## src/rtl/gc_poll_engine.sv

```systemverilog
// gc_poll_engine: GameCube poll engine, sends the 24-bit poll command and captures the 64-bit reply.
// Define GC_POLL_GLITCH_FILTER_EN to add a 3-sample majority filter after the input synchroniser.
module gc_poll_engine #(
    parameter int US_TICKS   = 10,
    parameter int TIMEOUT_US = 100,
    parameter int GAP_US     = 8
) (
    input  logic        SYSCLK,
    input  logic        SYSRESET,
    input  logic        start,
    input  logic        rumble,
    input  logic        data_in,
    output logic        data_oe,
    output logic        busy,
    output logic        done,
    output logic        timeout,
    output logic [63:0] resp
);
    localparam int CW = $clog2((TIMEOUT_US + GAP_US + 4) * US_TICKS);
    localparam logic [CW-1:0] BIT_END  = CW'(4 * US_TICKS - 1);
    localparam logic [CW-1:0] ONE_END  = CW'(US_TICKS - 1);
    localparam logic [CW-1:0] LOW1     = CW'(US_TICKS);
    localparam logic [CW-1:0] LOW0     = CW'(3 * US_TICKS);
    localparam logic [CW-1:0] SAMP_END = CW'(2 * US_TICKS - 1);
    localparam logic [CW-1:0] TMO_END  = CW'(TIMEOUT_US * US_TICKS - 1);
    localparam logic [CW-1:0] GAP_END  = CW'(GAP_US * US_TICKS - 1);

    typedef enum logic [2:0] {IDLE, TX_BIT, TX_STOP, RX_WAIT, RX_BIT, FINISH} state_t;

    state_t        state, state_n;
    logic [CW-1:0] cnt;
    logic [5:0]    idx;
    logic [23:0]   tx_shift;
    logic [62:0]   rx_shift;
    logic          ok;
    logic [1:0]    sync;
    logic          line, line_d, fall;

    always_ff @(posedge SYSCLK or posedge SYSRESET) begin
        if (SYSRESET) begin
            sync   <= 2'b11;
            line_d <= 1'b1;
        end else begin
            sync   <= {sync[0], data_in};
            line_d <= line;
        end
    end

`ifdef GC_POLL_GLITCH_FILTER_EN
    logic [2:0] hist;
    logic       filt;

    always_ff @(posedge SYSCLK or posedge SYSRESET) begin
        if (SYSRESET) begin
            hist <= 3'b111;
            filt <= 1'b1;
        end else begin
            hist <= {hist[1:0], sync[1]};
            filt <= (hist[0] & hist[1]) | (hist[1] & hist[2]) | (hist[0] & hist[2]);
        end
    end

    assign line = filt;
`else
    assign line = sync[1];
`endif

    assign fall = line_d & ~line;

    always_ff @(posedge SYSCLK or posedge SYSRESET) begin
        if (SYSRESET) state <= IDLE;
        else          state <= state_n;
    end

    always_comb begin
        state_n = state;
        data_oe = 1'b0;
        case (state)
            IDLE: state_n = start ? TX_BIT : IDLE;
            TX_BIT: begin
                data_oe = cnt < (tx_shift[23] ? LOW1 : LOW0);
                if (cnt == BIT_END && idx == 6'd23) state_n = TX_STOP;
            end
            TX_STOP: begin
                data_oe = 1'b1;
                if (cnt == ONE_END) state_n = RX_WAIT;
            end
            // First reply edge gets the long window, later edges the short gap window
            RX_WAIT: begin
                if (fall)                                          state_n = RX_BIT;
                else if (cnt == (idx == 6'd0 ? TMO_END : GAP_END)) state_n = FINISH;
            end
            RX_BIT:  if (cnt == SAMP_END) state_n = idx == 6'd63 ? FINISH : RX_WAIT;
            FINISH:  state_n = IDLE;
            default: state_n = IDLE;
        endcase
    end

    assign busy    = state != IDLE && state != FINISH;
    assign done    = state == FINISH && ok;
    assign timeout = state == FINISH && !ok;

    // cnt keeps running from the detected edge through RX_WAIT, so the gap window is edge-relative
    always_ff @(posedge SYSCLK or posedge SYSRESET) begin
        if (SYSRESET) begin
            cnt      <= '0;
            idx      <= '0;
            tx_shift <= '0;
            rx_shift <= '0;
            ok       <= 1'b0;
            resp     <= '0;
        end else begin
            case (state)
                IDLE: begin
                    cnt <= '0;
                    idx <= '0;
                    ok  <= 1'b0;
                    if (start) tx_shift <= {16'h4003, 7'b0, rumble};
                end
                TX_BIT: begin
                    if (cnt == BIT_END) begin
                        cnt      <= '0;
                        idx      <= (idx == 6'd23) ? 6'd0 : idx + 6'd1;
                        tx_shift <= tx_shift << 1;
                    end else begin
                        cnt <= cnt + 1'b1;
                    end
                end
                TX_STOP: cnt <= (cnt == ONE_END) ? '0 : cnt + 1'b1;
                RX_WAIT: cnt <= fall ? '0 : cnt + 1'b1;
                RX_BIT: begin
                    cnt <= cnt + 1'b1;
                    if (cnt == SAMP_END) begin
                        rx_shift <= {rx_shift[61:0], line};
                        idx      <= idx + 6'd1;
                        if (idx == 6'd63) begin
                            resp <= {rx_shift, line};
                            ok   <= 1'b1;
                        end
                    end
                end
                default: ;
            endcase
        end
    end
endmodule

```

## config.mk

```make
export PLATFORM = sky130hd
export DESIGN_NAME = gc_poll_engine
export DESIGN_NICKNAME = d
export VERILOG_FILES = /design/src/rtl/gc_poll_engine.sv
export SDC_FILE = /design/constraint.sdc
export NUM_CORES = 1
export LEC_CHECK = 0
export ABC_AREA = 1
export BUFFER_PORTS_ARGS = -buffer_cell sky130_fd_sc_hd__buf_4
export CAP_MARGIN = 20
export CELL_PAD_IN_SITES_DETAIL_PLACEMENT = 1
export CELL_PAD_IN_SITES_GLOBAL_PLACEMENT = 1
export CORE_UTILIZATION = 40
export CTS_CLUSTER_DIAMETER = 120
export DETAILED_ROUTE_END_ITERATION = 8
export PLACE_DENSITY_LB_ADDON = 0.12
export SLEW_MARGIN = 25
export SYNTH_ARGS = -nofsm -noshare
export SYNTH_HDL_FRONTEND = slang
export SYNTH_SLANG_ARGS = --single-unit
```

## constraint.sdc

```tcl
create_clock -name SYSCLK -period 9 [get_ports SYSCLK]
set_input_delay 1.8 -clock SYSCLK [delete_from_list [all_inputs] [get_ports SYSCLK]]
set_output_delay 1.8 -clock SYSCLK [all_outputs]
set_load 0.03 [all_outputs]
```

==> metrics list <==
- The run finished with clean final reports.
* Routed Antenna Nets: 0
* Die Outline Area: approximately 0.019 mm^2
* Post-layout min period: roughly 4.0 ns
- In the final timing run, aggregate negative setup slack is 0 ns.
- Sequential element share of the synthesized area: between 50 and 60%
* Number of setup violations in the final report: 0
- Period utilisation layout: 43.9%
- Max Clk Rate: 0.253 GHz
- The worst setup path is launched from a flip-flop.
- Transition time of the tightest slew-check pin: 0.942 ns
* Bufs on Longest Clock Path: 2
- Setup Skew: 0.0111 ns
- Counting tap cells, the placed design contains a total of 1,099 instances.
* Routed length per placed instance: approximately 15 um
- The tree is rooted in a clkbuf_16.
- Avg Cell Area, Syn: 8.83 um^2
- At the placement stage, the worst setup path has a slack of 5.42 ns.
* Clock Latency Late Sink: roughly 0.43 ns
- Counting stages on the worst path, the most repeated cell is nand2_1.
- For this configuration, the core starts out at a cell density of about two fifths.
- Routed Wire Length: between 15,000 and 20,000 um
- Max IR drop VDD: 0.000125 V
- In the global route stage, met2 resource usage came out at 31.1%.
- In this design, the stage delay of the slowest critical-path cell is between 0.5 and 0.6 ns.
* Row count: 49
* Largest delay share family, worst path: simple AND/OR/NAND/NOR gates
* Flops & latches, synth: around 180
* Post-layout instance count excluding filler cells: around 1,100
- In the global route stage, met3 resource usage came out at about 4%.
- RSZ-0062 raised after global routing: no
- From left edge to right edge, the die measures 138 um.
* Met1 capacity usage during global routing: roughly a quarter
- Placer congestion estimate: slightly above 0.8
- When the netlist entered floorplanning its net count stood at ~840.
- The critical path in this run is classified as reg2out.
- Yosys cell types: 27
* Endpoint kind of the worst setup timing path: output pin
- For the worst setup path, the data arrival time is 2.15 ns.
* # resized after CTS: 0
* H-tree level count: 4
- CTS tree: done
- Clock tree synthesis found a total of roughly 180 sinks.
- The first TritonRoute pass finished after 7 iterations.
- The first global-routing pass estimated roughly 28,000 um of wire.
* Count of input and output buffers: between 70 and 80
* Slew Limit Headroom: between 30 and 40%
* Origin of the worst setup path: state[2]$_DFFE_PP0P_
* Yosys warning count: 0
* Diode insertion count for antenna repair: 0
- The number of hold buffers added after CTS was 0.
- TritonCTS created 17 clock buffers.
- The die is ~140 um tall.
- Library cell contributing the largest single delay on the critical path: nor2_1
* PD cells: ~190 mW/mm^2
* Final Hold Slack: between 0.3 and 0.4 ns
- Clock-pin slew was measured on the worst setup and hold paths at 0.07 ns.
- For this run, the total global-route usage over all layers was measured as 19.3%.
* Overall overflow remaining after global route: 0
- Walking the worst path, the cells encountered are inv_1 -> nand2_1 -> nor2_1 -> o2111ai_1 -> nand2_1 -> buf_4.
- Area added between synthesis and finish: 17.5%
* CP Max Fanout: 11
* Start of the worst register-to-register path: state[2]$_DFFE_PP0P_
* Post-Synthesis Cell Area: roughly 0.0073 mm^2
* Proportion of layout cells with a drive suffix above 1: approximately an eighth
- Final count of hold timing violations: 0
- Total DRC errors in the routed layout: 0
- In the post-route analysis, the smallest setup slack over all paths is ~5.0 ns.
* Worst min-delay path category: reg2reg
* Final cell utilization of the core: between 40% and 50%
- The max-slew violation total from the final report came to 0.
* Most congested layer reported by global routing: met2
- Detailed placer's ending HPWL: between 10,000 and 15,000 um
- The initial antenna violation count was 0.
- Entering global routing, the biggest net connects approximately 130 pins.
- In this run the static leakage power is about 4.1 nW.
- Final-stage net count: 900
- Max Cap Viol: 0
* Via count of the first global-routing pass: between 5,000 and 6,000
* Worst endpoint required time: around 7.2 ns
* Area of the core region: about 0.018 mm^2
- The startpoint identified for the worst hold timing path is sync[0]$_DFF_PP1_.
- Vias after detailed routing: around 5,600
- Post-synthesis cell count: about 830
* Internal reg-to-reg setup slack: roughly 5.8 ns
* Number of buffers inserted by post-CTS setup repair: 0
- Worst path buffer plus inverter count: 2
- Dividing the detail-routed via count by the number of cells gives just under 5.
- Top-Level Pins: 73
- Drt initial violations: 213
==> layout make-up <==
type	count	area, um^2
well taps	229	287
repair buffers	74	559
fillers	2120	9330
clock inverters	13	200
flip-flops and latches	175	4380
inverters	104	398
multi-input cells	517	2370
clock buffers	18	439
==> worst register-to-register path: cells and delay by family, from the launching register on <==
kind,cells,cell delay [ns]
AND/OR/NAND/NOR,5,1.80
buffers and inverters,2,0.97
flip-flops,1,0.38
==> state kept, by name, summed over array words and instances (netlist names) <==
signal / count
idx: 6
state: 3
resp: 64
ok: 1
rx_shift: 63
tx_shift: 24
cnt: 11
line_d: 1
sync: 2
==> metal layers <==
layer | part of all wire, % | vias up | routed length, um
met5 | 0 | - | 0
met2 | 48 | 73 | 8020
met4 | 1.3 | 0 | 219
met3 | 3.1 | 20 | 515
li1 | - | 2749 | -
met1 | 48 | 2752 | 7980
==> where the power goes <==
part | switching (mW) | internal, mW
Clock | 0.324 | 0.478
Combinational | 0.0157 | 0.00161
Sequential | 0.000320 | 0.787
Total | 0.340 | 1.27
==> cell usage after synthesis (all sizes together) <==
master / instances / area share (%)
and3: 1 / 0.085
clkbuf: 16 / 0.82
inv: 104 / 5.3
nand3: 58 / 4.0
o21ai: 147 / 10
a31oi: 1 / 0.085
nand3b: 2 / 0.20
o2111ai: 1 / 0.12
dfrtp: 172 / 59
nand4: 3 / 0.26
nor3: 7 / 0.63
o211ai: 2 / 0.20
xor2: 2 / 0.24
nand2: 243 / 12
nor2: 36 / 2.0
dfstp: 3 / 1.1
buf: 20 / 2.2
a21oi: 8 / 0.55
ha: 6 / 1.0
==> through the flow <==
stage,power [mW],cell area [um^2]
after floorplan,0.814,7350
after global placement,0.821,7980
after detailed placement,0.821,7980
after CTS,1.63,8620
after global routing,1.66,8630
final,1.61,8630
==> placed cells by master (no fill, tap or decap) <==
| cell | synthesis | final |
|---|---|---|
| nand2_8 | 0 | 1 |
| o2111ai_1 | 1 | 1 |
| clkbuf_16 | 0 | 17 |
| nor2_1 | 34 | 34 |
| clkinv_4 | 0 | 3 |
| inv_8 | 0 | 3 |
| nand3_1 | 57 | 57 |
| inv_1 | 102 | 101 |
| nand3_4 | 0 | 1 |
| dfrtp_1 | 172 | 172 |
| o21ai_0 | 129 | 129 |
| o211ai_1 | 2 | 2 |
| nand4_1 | 3 | 3 |
| a21oi_1 | 8 | 8 |
| xor2_1 | 2 | 2 |
| bufinv_16 | 0 | 4 |
| nor3_4 | 1 | 1 |
| inv_2 | 2 | 2 |
| buf_6 | 10 | 1 |
| clkbuf_8 | 0 | 1 |
| nor3_1 | 6 | 6 |
| inv_6 | 0 | 3 |
| nand3b_1 | 2 | 2 |
| and3_1 | 1 | 1 |
| buf_4 | 1 | 73 |
| a31oi_1 | 1 | 1 |
| clkinv_2 | 0 | 1 |
| ha_1 | 6 | 6 |
| dfstp_2 | 3 | 3 |
| nand2_1 | 241 | 241 |
| o21ai_1 | 18 | 18 |
| nor2_4 | 2 | 2 |
| nand2_2 | 2 | 1 |
==> cells by family (layout without fill, tap and decap cells) <==
group           Yosys count  count (layout)  share of synthesized area [%]
simple gates            350             350                           19.7
flops                   175             175                           59.7
compound gates          159             159                           11.0
buf+inv                 140             209                           8.38
fa+ha+maj                 6               6                           1.02
xor+xnor                  2               2                          0.239
==> final timing paths <==
check / endpoint / cells after the start
max: data_oe / 6
min: sync[1]$_DFF_PP1_ / 0
max reg2reg: tx_shift[11]$_DFFE_PP0P_ / 7
min reg2reg: sync[1]$_DFF_PP1_ / 0
max in group asynchronous: resp[0]$_DFFE_PP0P_ / 3
min in group asynchronous: cnt[7]$_DFFE_PP0P_ / 2
Note: power is estimated with default switching activity, not from simulation.
